## config.mk

```make
export PLATFORM = sky130hd
export DESIGN_NAME = dec_onehot_scan_flat
export DESIGN_NICKNAME = d
export VERILOG_FILES = /design/src/rtl/dec_onehot_pkg.sv /design/src/rtl/dec_onehot_scan_if.sv /design/src/rtl/dec_dwell_cnt.sv /design/src/rtl/dec_onehot_scan.sv /design/src/flat_wrapper.sv
export SDC_FILE = /design/constraint.sdc
export NUM_CORES = 1
export LEC_CHECK = 0
export ABC_AREA = 1
export CAP_MARGIN = 10
export CORE_MARGIN = 2
export CORE_UTILIZATION = 52
export CTS_BUF_LIST = sky130_fd_sc_hd__clkbuf_16
export CTS_CLUSTER_SIZE = 8
export DETAILED_ROUTE_END_ITERATION = 6
export PLACE_DENSITY = 0.95
export SLEW_MARGIN = 20
export SYNTH_ARGS = -nofsm -noshare
export SYNTH_HDL_FRONTEND = slang
export SYNTH_HIERARCHICAL = 1
export SYNTH_SLANG_ARGS = --single-unit
```

## constraint.sdc

```tcl
create_clock -name clk -period 3.24 [get_ports clk]
set_input_delay 0.486 -clock clk [delete_from_list [all_inputs] [get_ports clk]]
set_output_delay 0.486 -clock clk [all_outputs]
set_load 0.05 [all_outputs]
```

## src/rtl/dec_onehot_pkg.sv

```systemverilog
// dec_onehot_pkg: shared state encoding, mode encodings and one-hot helper for the one-hot decoder/scanner
package dec_onehot_pkg;
  typedef enum logic [1:0] {S_IDLE, S_DIRECT, S_SCAN} state_e;
  localparam logic MODE_DIRECT = 1'b0;
  localparam logic MODE_SCAN = 1'b1;
  function automatic logic [255:0] onehot(input int unsigned idx, input int unsigned width);
    return (idx < width) ? 256'(1) << idx : '0;
  endfunction
endpackage

```

## src/rtl/dec_onehot_scan_if.sv

```systemverilog
// dec_onehot_scan_if: decoder bus (master drives en/mode/sel/valid/dwell; slave returns ready/arr/idx/wrap/err)
interface dec_onehot_scan_if #(
  parameter int SEL_W = 3,
  parameter int OUT_W = 8,
  parameter int DWELL_W = 4
) ();
  logic en_i;
  logic mode_i;
  logic [SEL_W-1:0] sel_i;
  logic valid_i;
  logic [DWELL_W-1:0] dwell_i;
  logic ready_o;
  logic [OUT_W-1:0] arr_o;
  logic [SEL_W-1:0] idx_o;
  logic wrap_o;
  logic err_o;
  modport master (
    output en_i, mode_i, sel_i, valid_i, dwell_i,
    input ready_o, arr_o, idx_o, wrap_o, err_o
  );
  modport slave (
    input en_i, mode_i, sel_i, valid_i, dwell_i,
    output ready_o, arr_o, idx_o, wrap_o, err_o
  );
endinterface

```

## src/rtl/dec_dwell_cnt.sv

```systemverilog
// dec_dwell_cnt: dwell counter (clk, rst_n, clr_i, run_i, dwell_i in; tick_o when count reaches dwell_i)
module dec_dwell_cnt #(
  parameter int W = 4
) (
  input  logic         clk,
  input  logic         rst_n,
  input  logic         clr_i,
  input  logic         run_i,
  input  logic [W-1:0] dwell_i,
  output logic         tick_o
);
  logic [W-1:0] cnt_q, cnt_d;
  assign tick_o = run_i && cnt_q == dwell_i;
  always_comb cnt_d = clr_i ? '0 : !run_i ? cnt_q : tick_o ? '0 : cnt_q + 1'b1;
  always_ff @(posedge clk) begin
    if (!rst_n) cnt_q <= '0;
    else cnt_q <= cnt_d;
  end
endmodule

```

## src/rtl/dec_onehot_scan.sv

```systemverilog
// dec_onehot_scan: registered binary-to-one-hot decoder with handshake, blanking and scan (clk, rst_n, bus slave)
module dec_onehot_scan
  import dec_onehot_pkg::*;
#(
  parameter int SEL_W = 3,
  parameter int OUT_W = 8,
  parameter int DWELL_W = 4
) (
  input logic clk,
  input logic rst_n,
  dec_onehot_scan_if.slave bus
);
  state_e state_q, state_d;
  logic ready, accept, in_range, entering, scan_run, tick, at_last, wrap_q, err_q, en_q;
  logic [SEL_W-1:0] idx_q, idx_d;
  logic [OUT_W-1:0] arr_q, arr_d;
  always_ff @(posedge clk) begin
    if (!rst_n) state_q <= S_IDLE;
    else state_q <= state_d;
  end
  always_comb state_d = (bus.mode_i == MODE_SCAN) ? S_SCAN : S_DIRECT;
  always_comb begin
    ready = state_q == S_DIRECT && bus.mode_i == MODE_DIRECT;
    entering = bus.mode_i == MODE_SCAN && state_q != S_SCAN;
    scan_run = bus.mode_i == MODE_SCAN && state_q == S_SCAN;
  end
  dec_dwell_cnt #(.W(DWELL_W)) u_dwell (
    .clk(clk),
    .rst_n(rst_n),
    .clr_i(entering),
    .run_i(scan_run),
    .dwell_i(bus.dwell_i),
    .tick_o(tick)
  );
  always_comb begin
    accept = bus.valid_i && ready;
    in_range = 32'(bus.sel_i) < OUT_W;
    at_last = idx_q == SEL_W'(OUT_W - 1);
    idx_d = (accept && in_range) ? bus.sel_i : tick ? (at_last ? '0 : idx_q + 1'b1) : idx_q;
    arr_d = !bus.en_i ? '0
          : accept ? (in_range ? OUT_W'(onehot(32'(bus.sel_i), OUT_W)) : '0)
          : (entering || tick || !en_q) ? OUT_W'(onehot(32'(idx_d), OUT_W))
          : arr_q;
  end
  always_ff @(posedge clk) begin
    if (!rst_n) begin
      idx_q <= '0;
      arr_q <= '0;
      wrap_q <= 1'b0;
      err_q <= 1'b0;
      en_q <= 1'b1;
    end else begin
      idx_q <= idx_d;
      arr_q <= arr_d;
      wrap_q <= tick && at_last;
      err_q <= accept && !in_range;
      en_q <= bus.en_i;
    end
  end
  assign bus.ready_o = ready;
  assign bus.arr_o = arr_q;
  assign bus.idx_o = idx_q;
  assign bus.wrap_o = wrap_q;
  assign bus.err_o = err_q;
endmodule

```

## src/flat_wrapper.sv

```systemverilog
// flat-port wrapper written by rule: the top's interface ports become plain ports
module dec_onehot_scan_flat import dec_onehot_pkg::*;
#(
  parameter int SEL_W = 3,
  parameter int OUT_W = 8,
  parameter int DWELL_W = 4
)
  (clk, rst_n, bus_en_i, bus_mode_i, bus_sel_i, bus_valid_i, bus_dwell_i, bus_ready_o, bus_arr_o, bus_idx_o, bus_wrap_o, bus_err_o);
  dec_onehot_scan_if #(.SEL_W(SEL_W), .OUT_W(OUT_W), .DWELL_W(DWELL_W)) bus_i ();
  input logic clk;
  input logic rst_n;
  input wire logic [$bits(bus_i.en_i)-1:0] bus_en_i;
  input wire logic [$bits(bus_i.mode_i)-1:0] bus_mode_i;
  input wire logic [$bits(bus_i.sel_i)-1:0] bus_sel_i;
  input wire logic [$bits(bus_i.valid_i)-1:0] bus_valid_i;
  input wire logic [$bits(bus_i.dwell_i)-1:0] bus_dwell_i;
  output wire logic [$bits(bus_i.ready_o)-1:0] bus_ready_o;
  output wire logic [$bits(bus_i.arr_o)-1:0] bus_arr_o;
  output wire logic [$bits(bus_i.idx_o)-1:0] bus_idx_o;
  output wire logic [$bits(bus_i.wrap_o)-1:0] bus_wrap_o;
  output wire logic [$bits(bus_i.err_o)-1:0] bus_err_o;
  assign bus_i.en_i = bus_en_i;
  assign bus_i.mode_i = bus_mode_i;
  assign bus_i.sel_i = bus_sel_i;
  assign bus_i.valid_i = bus_valid_i;
  assign bus_i.dwell_i = bus_dwell_i;
  assign bus_ready_o = bus_i.ready_o;
  assign bus_arr_o = bus_i.arr_o;
  assign bus_idx_o = bus_i.idx_o;
  assign bus_wrap_o = bus_i.wrap_o;
  assign bus_err_o = bus_i.err_o;
  dec_onehot_scan #(.SEL_W(SEL_W), .OUT_W(OUT_W), .DWELL_W(DWELL_W)) u_core (.clk(clk), .rst_n(rst_n), .bus(bus_i));
endmodule
```

==> metrics <==
Core Footprint=1980 um2; DIE AREA=2510 um2; number of port buffers=24; Post-synth EDFFs=0; sequential cell area fraction in the yosys report=0.344; diodes inserted=0; Post-CTS Setup Bufs=0; WHS Path Cells=2; Die X=50.1 um; Clock Latency Late Sink=250 ps; Worst Setup Start Kind=input pin; peak supply drop=455 uV; Setup Skew=1.36 ps; maxcap violations=0; Hold Crit Class=reg2reg; Fill cells=140; worst reg2reg path depth=13; H-tree Lvls=1; area of the multi-input gates=603 um2; setup TNS=0 ps; Initial Util=0.559; DRC=0; # hold bufs at CTS=0; routed wire length=2660 um; Clock transition at path regs=50 ps; via count=1118; sequential cell area=380 um2; Top FF cell, synth=dfxtp_1; GP Congestion=0.882; root buffer cell=clkbuf_16; synthesized flop and latch total=19; fraction of registers with async set/reset=0; endpoints failing hold=0; post-place instance area=1370 um2; 1st-iter DRT viols=25; Syn Area/Cell=6.67 um2; commonest non-fill, non-tap cell in the layout=nand2_1; area delta synth->final=30.7%; critical path peak fanout=9; Num CTS Buffers=3; Post-DRT Antenna Nets=0; Post-Syn Area=1110 um2; most frequent cells in the layout=nand2_1, inv_1, clkdlybuf4s50_1; GR Overflow Total=0; r2r setup slk=1170 ps; r2r endpoint=u_core/bus.arr_o[2]; gr usage total=0.243; die height=50.1 um; YS warnings=6; RSZ-0062 raised after global routing=no; final setup violation count=0; layout cells sized above 1=0.120; Slew HR=0.654; outcome=completed; I/O pin total=26; initial antenna violation count=0; row count=16; clock tree buffer depth=2; Tcrit/Tclk final=0.828; worst hold margin=467 ps; Netlist cell types=24; CP endpoint=bus_ready_o; nets=208; largest net degree at the start of global routing=11; clk sink count=19; pre-CTS setup slack=529 ps; Final min period=2680 ps; critical path class=in2out; via/cell ratio=5.11; first-pass GRT wire length=4620 um; per-cell routed wire length=12.2 um; Final WS setup=556 ps; Gate Count Post-Synth=166; FF-to-FF Start=u_core/state_q[0]; post-DP HPWL=2000 um; Mapped Nets=181; Slew Viols, Final=0; worst-margin pin slew=518 ps; Worst EP required=2750 ps; critical path launch point=bus_mode_i; fmax=373 MHz; Worst Path Arrival=2200 ps; post-CTS sizing=0; endpoint type of the worst setup path=output port; Post-Layout Inst Area=1450 um2; CTS tree=yes; drt first pass iters=4; pwr dens=410 nW/um2; vias in the first global route=1129; Leakage=0.666 nW; Core Util, Final=0.730
==> report_power, final <==
| group | switching [mW] | leakage, nW | total, mW | internal (mW) |
|---|---|---|---|---|
| clock network | 0.0879 | 0.0423 | 0.252 | 0.164 |
| logic | 0.0617 | 0.469 | 0.0971 | 0.0355 |
| registers | 0.00508 | 0.154 | 0.245 | 0.240 |
| total | 0.155 | 0.666 | 0.594 | 0.440 |
==> flip-flops by register name (all words and copies together) (netlist names) <==
| register | count |
|---|---|
| u_core/en_q | 1 |
| u_core/u_dwell/cnt_q | 4 |
| u_core/state_q | 2 |
| u_core/bus.arr_o | 8 |
| u_core/bus.idx_o | 3 |
| u_core/bus.wrap_o | 1 |
==> routing by layer <==
metal	track usage	vias up	routed length [um]
met1	0.246	495	1010
met2	0.434	46	1370
met5	0	-	0
li1	-	566	-
met3	0.0625	11	198
met4	0.162	0	85
==> logic make-up after synthesis <==
family / count (synthesis) / share of synthesized area
simple gates: 92 / 0.417
buf+inv: 31 / 0.112
compound gates: 20 / 0.0904
flops: 19 / 0.343
fa+ha+maj: 3 / 0.0339
other cells: 1 / 0.00339
==> worst min-delay path by stage <==
stage | startpoint | endpoint | slack [ps]
after CTS | u_core/bus.arr_o[1] | u_core/bus.arr_o[1] | 470
after floorplan | u_core/u_dwell/cnt_q[0] | u_core/u_dwell/cnt_q[0] | 490
after global placement | u_core/bus.arr_o[5] | u_core/bus.arr_o[5] | 450
after global routing | u_core/bus.arr_o[1] | u_core/bus.arr_o[1] | 490
final | u_core/bus.arr_o[1] | u_core/bus.arr_o[1] | 470
after detailed placement | u_core/bus.arr_o[1] | u_core/bus.arr_o[1] | 460
==> synth_stat cells (2+ instances only) <==
library cell | instances | area share
nor2_4 | 3 | 0.031
nand2_1 | 53 | 0.18
inv_2 | 3 | 0.010
nor2_2 | 4 | 0.023
ha_1 | 3 | 0.034
nand3_1 | 2 | 0.0090
nand4_1 | 7 | 0.040
inv_1 | 25 | 0.085
dfxtp_1 | 19 | 0.34
nand2_2 | 5 | 0.028
nor2_1 | 12 | 0.041
o21ai_1 | 2 | 0.0090
o21ai_0 | 7 | 0.032
a21oi_1 | 11 | 0.050
==> critical path, cell delays in order <==
cell and delay (ps):
clkdlybuf4s50_1 520, inv_4 170, nand3_2 130, inv_1 80, clkdlybuf4s50_1 810
==> cell type report <==
| type | count | area share |
|---|---|---|
| Multi-Input combinational cell | 116 | 0.417 |
| Sequential cell | 19 | 0.263 |
| Timing Repair Buffer | 24 | 0.166 |
| Inverter | 29 | 0.0769 |
| Clock buffer | 3 | 0.0519 |
| Tap cell | 27 | 0.0233 |
| Clock inverter | 1 | 0.00259 |
==> stage by stage <==
| step | power [mW] | std cells |
|---|---|---|
| 3_5_place_dp | 0.345 | 215 |
| 4_1_cts | 0.600 | 219 |
| 5_1_grt | 0.616 | 219 |
| 3_3_place_gp | 0.342 | 215 |
| 2_1_floorplan | 0.314 | 166 |
| 6_report | 0.594 | 219 |
(Power assumes the default switching activity.)
